==> config.mk <==
export PLATFORM = sky130hd
export DESIGN_NAME = cursor_nav_ctrl
export DESIGN_NICKNAME = d
export VERILOG_FILES = /design/src/rtl/cursor_nav_ctrl.sv
export SDC_FILE = /design/constraint.sdc
export NUM_CORES = 1
export LEC_CHECK = 0
export CAP_MARGIN = 20
export CORE_AREA = 2 2 111 113
export CTS_CLUSTER_SIZE = 16
export DETAILED_ROUTE_END_ITERATION = 7
export DIE_AREA = 0 0 113 115
export PLACE_DENSITY_LB_ADDON = 0.08
export SLEW_MARGIN = 10
export SYNTH_ARGS = -nofsm -noshare
export SYNTH_HDL_FRONTEND = slang
export SYNTH_HIERARCHICAL = 1
export SYNTH_SLANG_ARGS = --single-unit
export TNS_END_PERCENT = 30
==> constraint.sdc <==
create_clock -name clk -period 4.25 [get_ports clk]
set_input_delay 0.6375 -clock clk [delete_from_list [all_inputs] [get_ports clk]]
set_output_delay 0.6375 -clock clk [all_outputs]
set_load 0.01 [all_outputs]
==> src/rtl/cursor_nav_ctrl.sv <==
// Grid cursor navigator: five active-low buttons are synchronised and debounced, and
// direction buttons auto-repeat. The cursor moves on a COLS x ROWS grid, clamping or wrapping at the edges.

module cursor_nav_btn #(
  parameter int DEBOUNCE_CYCLES = 16,
  parameter int REPEAT_DELAY    = 1000,
  parameter int REPEAT_RATE     = 200,
  parameter bit REPEAT_EN       = 1'b1
) (
  input  logic clk,
  input  logic rst,
  input  logic raw,
  output logic evt
);
  localparam int DW   = $clog2(DEBOUNCE_CYCLES + 1);
  localparam int HMAX = (REPEAT_DELAY > REPEAT_RATE) ? REPEAT_DELAY : REPEAT_RATE;
  localparam int HW   = $clog2(HMAX + 1);

  logic [1:0]    sync;
  logic [DW-1:0] dcnt;
  logic          deb, deb_d, press, rep, rep_phase;
  logic [HW-1:0] hcnt, hlim;

  assign hlim = rep_phase ? HW'(REPEAT_RATE) : HW'(REPEAT_DELAY);
  assign evt  = press | rep;

  always_ff @(posedge clk or posedge rst) begin
    if (rst) begin
      sync      <= 2'b11;
      dcnt      <= '0;
      deb       <= 1'b1;
      deb_d     <= 1'b1;
      press     <= 1'b0;
      rep       <= 1'b0;
      rep_phase <= 1'b0;
      hcnt      <= '0;
    end else begin
      sync  <= {sync[0], raw};
      deb_d <= deb;
      press <= deb_d & ~deb;
      if (sync[1] == deb) begin
        dcnt <= '0;
      end else if (dcnt == DW'(DEBOUNCE_CYCLES - 1)) begin
        deb  <= sync[1];
        dcnt <= '0;
      end else begin
        dcnt <= dcnt + DW'(1);
      end
      // Hold counter is armed on the same edge the press event registers.
      if (!REPEAT_EN || deb) begin
        hcnt      <= '0;
        rep_phase <= 1'b0;
        rep       <= 1'b0;
      end else if (deb_d) begin
        hcnt      <= HW'(1);
        rep_phase <= 1'b0;
        rep       <= 1'b0;
      end else if (hcnt == hlim) begin
        hcnt      <= HW'(1);
        rep_phase <= 1'b1;
        rep       <= 1'b1;
      end else begin
        hcnt <= hcnt + HW'(1);
        rep  <= 1'b0;
      end
    end
  end
endmodule

module cursor_nav_ctrl #(
  parameter int COLS            = 3,
  parameter int ROWS            = 4,
  parameter int X_W             = 4,
  parameter int Y_W             = 4,
  parameter int INIT_X          = 1,
  parameter int INIT_Y          = 1,
  parameter int DEBOUNCE_CYCLES = 16,
  parameter int REPEAT_DELAY    = 1000,
  parameter int REPEAT_RATE     = 200,
  parameter int WRAP            = 0
) (
  input  logic           clk,
  input  logic           rst,
  input  logic           btn_up,
  input  logic           btn_down,
  input  logic           btn_left,
  input  logic           btn_right,
  input  logic           btn_sel,
  output logic [X_W-1:0] cursor_x,
  output logic [Y_W-1:0] cursor_y,
  output logic           move_pulse,
  output logic           sel_pulse
);
  localparam logic [X_W-1:0] X_MAX = X_W'(COLS - 1);
  localparam logic [Y_W-1:0] Y_MAX = Y_W'(ROWS - 1);

  // Bit order: {sel, up, down, left, right}
  logic [4:0]     raw, evt;
  logic [X_W-1:0] nx;
  logic [Y_W-1:0] ny;

  assign raw = {btn_sel, btn_up, btn_down, btn_left, btn_right};

  for (genvar i = 0; i < 5; i++) begin : g_btn
    cursor_nav_btn #(
      .DEBOUNCE_CYCLES(DEBOUNCE_CYCLES),
      .REPEAT_DELAY   (REPEAT_DELAY),
      .REPEAT_RATE    (REPEAT_RATE),
      .REPEAT_EN      (i != 4)
    ) u_btn (
      .clk(clk),
      .rst(rst),
      .raw(raw[i]),
      .evt(evt[i])
    );
  end

  always_comb begin
    nx = cursor_x;
    ny = cursor_y;
    if (evt[3] && !evt[2]) begin
      if (cursor_y == '0) ny = (WRAP != 0) ? Y_MAX : cursor_y;
      else                ny = cursor_y - Y_W'(1);
    end else if (evt[2] && !evt[3]) begin
      if (cursor_y == Y_MAX) ny = (WRAP != 0) ? '0 : cursor_y;
      else                   ny = cursor_y + Y_W'(1);
    end
    if (evt[1] && !evt[0]) begin
      if (cursor_x == '0) nx = (WRAP != 0) ? X_MAX : cursor_x;
      else                nx = cursor_x - X_W'(1);
    end else if (evt[0] && !evt[1]) begin
      if (cursor_x == X_MAX) nx = (WRAP != 0) ? '0 : cursor_x;
      else                   nx = cursor_x + X_W'(1);
    end
  end

  always_ff @(posedge clk or posedge rst) begin
    if (rst) begin
      cursor_x   <= X_W'(INIT_X);
      cursor_y   <= Y_W'(INIT_Y);
      move_pulse <= 1'b0;
      sel_pulse  <= 1'b0;
    end else begin
      cursor_x   <= nx;
      cursor_y   <= ny;
      move_pulse <= (nx != cursor_x) || (ny != cursor_y);
      sel_pulse  <= evt[4];
    end
  end
endmodule

Word level (Yosys, flattened, before mapping)
Index checks and enable logic that the tools add are counted.
W data, S select, Z words.
Storage, ports and cells
  flip-flop bits (word level): 108
  output and inout port bits: 10
  word-level logic and storage cells: 169
  input bits: 7
Cells by class
  multiplexer cells: 58
  reduce and logical (&&, ||, !) cells: 20
  equal/unequal tests: 18
  bitwise operators: 19
  add/subtract/negate cells: 13
Operators by type and width (count)
  $mux W10: 16
  $mux W5: 10
  $add A10 B1 Y10 const B: 4
  $eq A10 B10 Y1: 4
  $mux W4: 8
  $add A5 B1 Y5 const B: 5
  $eq A5 B4 Y1 const B: 5
  $mux W1: 24
  $reduce_bool A3 Y1: 4
  $not A1 Y1: 10
  $reduce_and A2 Y1: 5
  $add A4 B1 Y4 const B: 2
  $eq A4 B2 Y1 const B: 2
  $logic_not A4 Y1: 2
  $ne A4 B4 Y1: 2
  $sub A4 B1 Y4 const B: 2
  $and A1 B1 Y1: 5
  $eq A1 B1 Y1: 5
  $logic_and A1 B1 Y1: 4
  $logic_not A1 Y1: 4
  $or A1 B1 Y1: 4
  $logic_or A1 B1 Y1: 1

Depth between registers and ports, before layout
Gate-level depths: netlist of the first run.
  word-level depth: 7
  mapped depth: 6

By module
Netlist of the first run, hierarchy kept.
By module, submodules not included
  cursor_nav_btn (g_btn[0].u_btn ...): area each 1016.0 um2, times used 4, cells an instance 88, seq. area each 555.5 um2
  cursor_nav_ctrl: area each 744.5 um2, times used 1, cells an instance 78, seq. area each 252.7 um2
  cursor_nav_btn (g_btn[4].u_btn): area each 377.9 um2, times used 1, cells an instance 27, seq. area each 255.2 um2

Least setup slack after synthesis of the first run
Ideal clock, no wire load.
  kind: register to register
  from: reg cursor_y[1]
  to: reg cursor_y[1]
  path slack: 2701 ps
  clock period less this slack: 1549 ps
  library setup time: 134 ps
  cell stages (with the launch flop): 6
  data arrival time: 1414 ps
  data required time: 4116 ps
  path buffers: 0
  cell sequence: dfrtp_1 -> inv_1 -> ha_1 -> or3b_1 -> a211oi_1 -> a221oi_2
Between the ends
  word-level cells in the longest chain between the ends: 4
  elaborated cells on any way between the ends: 8
  those cells by class: add/sub (2); eq/ne (1); mux (4); reduce/logical (1)
Ends and longest elaborated chain
  start, declared: line 90  | output logic [Y_W-1:0] cursor_y,
  start signal, assigned: line 140  | cursor_y <= Y_W'(INIT_Y);
  start signal, assigned: line 145  | cursor_y <= ny;
  $add A4 B1 Y4 or $eq A4 B2 Y1 (tied branches): line 126, 125
  $mux W4: line 125  | if (cursor_y == Y_MAX) ny = (WRAP != 0) ? '0 : cursor_y;
  $mux W4: line 124  | end else if (evt[2] && !evt[3]) begin
  $mux W4 (*): line 121  | if (evt[3] && !evt[2]) begin
  via ny[1]: line 100  | logic [Y_W-1:0] ny;
Mark *: on every way through the listed nets, which the timed path passes. The rest lies on a longest branch.
A chain may end at the register's enable or synchronous reset.

Final worst setup path of the first run
  from: reg cursor_y[0]
  to: out cursor_y[0]
No word-level cell between the ends.

==> results of run 1 <==
-- logic make-up after synthesis --
| kind of cell | count (synthesis) | synth area share |
|---|---|---|
| mux | 7 | 0.0147 |
| xor+xnor | 30 | 0.0507 |
| buf+inv | 36 | 0.0318 |
| compound gates | 86 | 0.124 |
| flops | 108 | 0.526 |
| simple gates | 170 | 0.204 |
| fa+ha+maj | 20 | 0.0483 |
-- registers in the layout (all words and copies together), names as in the netlist --
register / flops
g_btn.u_btn/hcnt: 40
g_btn.u_btn/dcnt: 25
g_btn.u_btn/sync: 10
g_btn.u_btn/deb: 5
g_btn.u_btn/deb_d: 5
g_btn.u_btn/press: 5
cursor_x: 4
cursor_y: 4
g_btn.u_btn/rep: 4
g_btn.u_btn/rep_phase: 4
move_pulse: 1
sel_pulse: 1
-- per-layer routing --
| layer | GRT usage | wire length [µm] |
|---|---|---|
| met5 | 0 | 0 |
| met4 | 0.0659 | 153 |
| met3 | 0.0253 | 192 |
| met2 | 0.237 | 4050 |
| met1 | 0.204 | 4420 |
-- cells in the mapped netlist (2+ instances only) --
cell type  count  area, µm²
dfrtp_1       86       2150
nor2_1        32        120
nand3_1       31        155
inv_1         28        105
xor2_1        24        210
dfstp_2       22        578
o21ai_0       22        110
ha_1          20        250
a211oi_1      19        143
nor3_1        15       75.1
nand2_1       12       45.0
or3_1         12       75.1
and2_1         8       50.1
and3_1         8       50.1
or2_2          8       50.1
a21oi_1        6       30.0
xnor2_1        6       52.6
a31oi_1        5       31.3
a211oi_2       4       50.1
a41oi_1        4       35.0
and4b_1        4       40.0
and4bb_2       4       50.1
buf_6          4       45.0
clkbuf_1       4       15.0
mux2_2         4       45.0
nand4_4        4       85.1
nor3b_1        4       30.0
nor4b_1        4       35.0
o2111a_1       4       45.0
o2111ai_1      4       35.0
o31ai_1        4       30.0
or3_2          4       30.0
or4_4          4       45.0
mux2i_1        2       20.0
nand4_1        2       12.5
nor2b_1        2       12.5
o21a_1         2       15.0
o21ai_1        2       10.0
o32ai_2        2       32.5
-- through the flow --
stage                     total power, mW  setup WS, ns  hold WS, ns
after floorplan                      1.58          2.70        0.331
after global placement               1.66          2.34        0.336
after detailed placement             1.67          2.30        0.337
after CTS                            2.53          2.10        0.352
after global routing                 2.65          2.06        0.358
final                                2.49          2.12        0.350
-- power by group through the flow --
stage / clock network [mW] / logic [mW] / registers [mW]
2_1_floorplan: 0 / 0.249 / 1.33
3_3_place_gp: 0 / 0.296 / 1.37
3_5_place_dp: 0 / 0.304 / 1.37
4_1_cts: 0.868 / 0.308 / 1.35
5_1_grt: 0.916 / 0.355 / 1.38
6_report: 0.837 / 0.300 / 1.35
-- path summary, 6_finish.rpt --
kind                                      start                endpoint  slack [ns]  cells after the start
setup / recovery                    cursor_y[0]             cursor_y[0]        2.12                      1
hold reg to reg            g_btn[4].u_btn/press               sel_pulse        0.35                      0
max in group asynchronous                   rst  g_btn[3].u_btn/hcnt[3]        2.78                      2
min in group asynchronous                   rst  g_btn[4].u_btn/dcnt[2]        0.75                      2
hold / removal             g_btn[4].u_btn/press               sel_pulse        0.35                      0
setup reg to reg                    cursor_y[1]             cursor_y[1]        2.60                      5
-- cell type report --
class	count	area, µm²
clock inverter	2	15.0
multi-input combinational	313	2290
fill	1061	6030
sequential	108	2730
clock buffer	14	294
inverter	28	105
timing repair buffer	16	160
tap	147	184
==> flow_metrics.tcl, run 1 <==
set metrics [dict create \
    yosys_warnings 6 \
    synth_cells 457 \
    tns_ns 0 \
    dr.pass1.iters 6 \
    power_frac_comb 0.121 \
    layout_common_cells "86 x dfrtp_1, 32 x nor2_1, 31 x nand3_1" \
    nets 503 \
    synth-edff-count 0 \
    syn_area_um2 5190 \
    drcViolationCount 1 \
    clockBufferDepth 2 \
    critical_path.max_stage_delay_ns 0.59 \
    drive_gt1_frac 0.168 \
    antenna_cells 0 \
    synthFlopType "dfrtp_1" \
    finalCriticalPeriod_ns 2.13 \
    grt_pass1_vias 3353 \
    rows 40 \
    critPathSlowestCell "dfstp_2" \
    portBuffers 16 \
    ys_seq_elements 108 \
    setup_viol 0 \
    cap_violations 0 \
    yosysSeqAreaShare 0.526 \
    syn2layout_area_growth_pct 11.4 \
    leakage_nw 2.55 \
    cp_max_fo 6 \
    fin_cells 628 \
    avgRoutedWirePerCell_um 14.0 \
    required_ns 3.61 \
    end_kind "primary output" \
    power_density_nw_per_um2 431 \
    cts_tree "done" \
    async_reset_ff_frac 1.00 \
    violations "design-rule violations" \
    switching_share 0.283 \
    fp.coreArea_um2 11800 \
    synthDistinctLibCells 60 \
    seqPwrFrac 0.543 \
    internal_power_mw 1.78 \
    root_buffer "clkbuf_16" \
    die_area_um2 13000 \
    dpl-instance-area_um2 5470 \
    p_switching_mw 0.705 \
    critPathTopFamily "flip-flops" \
    syn_nets 484 \
    syn_area_per_cell_um2 11.3 \
    track_usage 0.149 \
    die_w_um 113 \
    layout_commonest_cell "dfrtp_1" \
    tightest_slew_ns 0.836 \
    postCtsResizedCells 0 \
    hp-class "reg -> reg" \
    cp-start-kind "flop" \
    finish.utilization 0.489 \
    wl_um 8810 \
    slew-limit-headroom 0.442 \
    numCtsBuffers 9 \
    antenna_left 0 \
    fin_crit_sh 0.501 \
    postCtsSetupRepairBufs 0 \
    ctsHtreeMaxLevel 3 \
    hold_viol 0 \
    grt_pass1_wl_um 15700 \
    outcome "finished, violations left" \
    fmaxAchievable_ghz 0.470 \
    cts_hold_repair.buffers 0 \
    gr-total-overflow 0 \
    critPathKind "reg -> out" \
    vias_per_cell 5.47 \
    path_cells "clkdlybuf4s50_1" \
    io_pins 17 \
    vias 3433 \
    start_util 0.439 \
    dp.cells 612 \
    clkPwrFrac 0.336 \
    clock_latency_ns 0.35 \
    clk_pin_slew_ns 0.07 \
    die_y_um 115 \
    drv_slew 0 \
    ir_drop_mv 0.261 \
    finalClockSkew_ns 0.00833 \
    place_hpwl_um 6040 \
    drtIter0Drc 152 \
    fin_area_um2 5780 \
    gp_congestion 0.725 \
    path_buf_inv 1 \
    antenna_found_initial 0 \
    grt_start_max_net_pins 23 \
    rsz0062_at_grt "false" \
    critPathArrivalTime_ns 1.49 \
    cts_sinks 108 \
]
Note: power is estimated with default switching activity, not from simulation.
==> inputs of run 2 (changes only) <==
clock period = 2.1 ns   (was 4.25 ns; I/O delays follow)
==> flow_metrics.tcl, run 2 (synthesis gave the netlist of run 1 again) <==
set metrics [dict create \
    drive_gt1_frac 0.175 \
    cts_tree "done" \
    leakage_nw 2.57 \
    grt_pass1_wl_um 16000 \
    tns_ns 0 \
    critPathKind "reg -> out" \
    largest_register_ff_count 40 \
    finish.utilization 0.492 \
    postCtsSetupRepairBufs 0 \
    vias 3428 \
    clk_pin_slew_ns 0.07 \
    setup_viol 0 \
    reg2reg_depth 6 \
    portBuffers 16 \
    dr.pass1.iters 6 \
    cap_violations 0 \
    drv_slew 0 \
    path_cells "clkdlybuf4s50_1" \
    ctsHtreeMaxLevel 3 \
    start_util 0.439 \
    cts_hold_repair.buffers 0 \
    hold_viol 0 \
    antenna_found_initial 0 \
    io_pins 17 \
    cts_sinks 108 \
    rows 40 \
    drtIter0Drc 188 \
    numCtsBuffers 9 \
    antenna_left 0 \
    vias_per_cell 5.42 \
    clock_latency_ns 0.35 \
    root_buffer "clkbuf_16" \
    grt_pass1_vias 3313 \
    layout_commonest_cell "dfrtp_1" \
    slew-limit-headroom 0.709 \
    required_ns 1.78 \
    critPathArrivalTime_ns 1.49 \
    gr-total-overflow 0 \
    path_buf_inv 1 \
    gp_congestion 0.776 \
    ir_drop_mv 0.555 \
    die_y_um 115 \
    finalClockSkew_ns 0.00760 \
    place_hpwl_um 6260 \
    finalCriticalPeriod_ns 1.81 \
    end_kind "primary output" \
    outcome "finished, violations left" \
    top_regs "g_btn.u_btn/hcnt (40), g_btn.u_btn/dcnt (25), g_btn.u_btn/sync (10)" \
    fmaxAchievable_ghz 0.553 \
    power_density_nw_per_um2 878 \
    nets 507 \
    regMostFlops "g_btn.u_btn/hcnt" \
    postCtsResizedCells 0 \
    track_usage 0.154 \
    tightest_slew_ns 0.436 \
    clockBufferDepth 2 \
    cp_max_fo 6 \
    fin_crit_sh 0.861 \
    die_area_um2 13000 \
    critPathTopFamily "flip-flops" \
    grt_start_max_net_pins 23 \
    layout_common_cells "86 x dfrtp_1, 32 x nor2_1, 31 x nand3_1" \
    wl_um 9070 \
    fp.coreArea_um2 11800 \
    critical_path.max_stage_delay_ns 0.60 \
    critPathSlowestCell "dfstp_2" \
    drcViolationCount 1 \
    avgRoutedWirePerCell_um 14.3 \
    cp-start-kind "flop" \
    path_depth 1 \
    violations "design-rule violations" \
    rsz0062_at_grt "false" \
    antenna_cells 0 \
    hp-class "in -> async" \
    syn2layout_area_growth_pct 12.0 \
    fillerInstances 1047 \
    die_w_um 113 \
]
run 2: changes by cell type in the layout (fill, tap and decap cells not counted), sizes merged:
| cell | previous run | this run |
|---|---|---|
| bufinv | 0 | 1 |
| clkbuf | 14 | 9 |
| clkinv | 0 | 2 |
| buf | 0 | 4 |
| clkinvlp | 2 | 1 |
| inv | 28 | 31 |
run 2: worst paths after layout:
| check | slack [ns] | endpoint | from |
|---|---|---|---|
| max | 0.29 | cursor_y[0] | cursor_y[0] |
| min | 0.32 | g_btn[3].u_btn/rep | rst |
| max reg2reg | 0.44 | cursor_y[1] | cursor_y[1] |
| min reg2reg | 0.35 | sel_pulse | g_btn[4].u_btn/press |
| max in group asynchronous | 1.16 | g_btn[1].u_btn/hcnt[9] | rst |
| min in group clk | 0.35 | sel_pulse | g_btn[4].u_btn/press |
run 2: routing by layer:
layer / up-vias / GRT usage / share of wire
li1: 1697 / - / -
met1: 1701 / 0.207 / 0.49
met2: 24 / 0.242 / 0.47
met4: 0 / 0.0439 / 0.010
met5: - / 0 / 0
met3: 6 / 0.0506 / 0.029
run 2: per-stage QoR:
| step | power [mW] | cells | worst slack [ns] | hold WS, ns | cell area [µm²] |
|---|---|---|---|---|---|
| 2_1_floorplan | 3.19 | 457 | 0.551 | 0.152 | 5190 |
| 3_3_place_gp | 3.38 | 616 | 0.515 | 0.339 | 5500 |
| 3_5_place_dp | 3.40 | 616 | 0.450 | 0.336 | 5500 |
| 4_1_cts | 5.20 | 632 | 0.269 | 0.333 | 5810 |
| 5_1_grt | 5.41 | 632 | 0.233 | 0.334 | 5810 |
| 6_report | 5.10 | 632 | 0.292 | 0.321 | 5810 |
run 2: cell type report:
| cell class | count | area, µm² | area share |
|---|---|---|---|
| tap | 147 | 184 | 0.0317 |
| sequential | 108 | 2730 | 0.470 |
| clock inverter | 7 | 82.6 | 0.0142 |
| multi-input combinational | 313 | 2290 | 0.394 |
| timing repair buffer | 20 | 190 | 0.0327 |
| clock buffer | 9 | 225 | 0.0388 |
| inverter | 28 | 105 | 0.0181 |
run 2: where the power goes:
| part | total (mW) | leakage [nW] | internal (mW) | switching, mW |
|---|---|---|---|---|
| Sequential | 2.75 | 1.36 | 2.34 | 0.409 |
| Combinational | 0.612 | 1.06 | 0.309 | 0.303 |
| Clock | 1.74 | 0.150 | 0.946 | 0.796 |
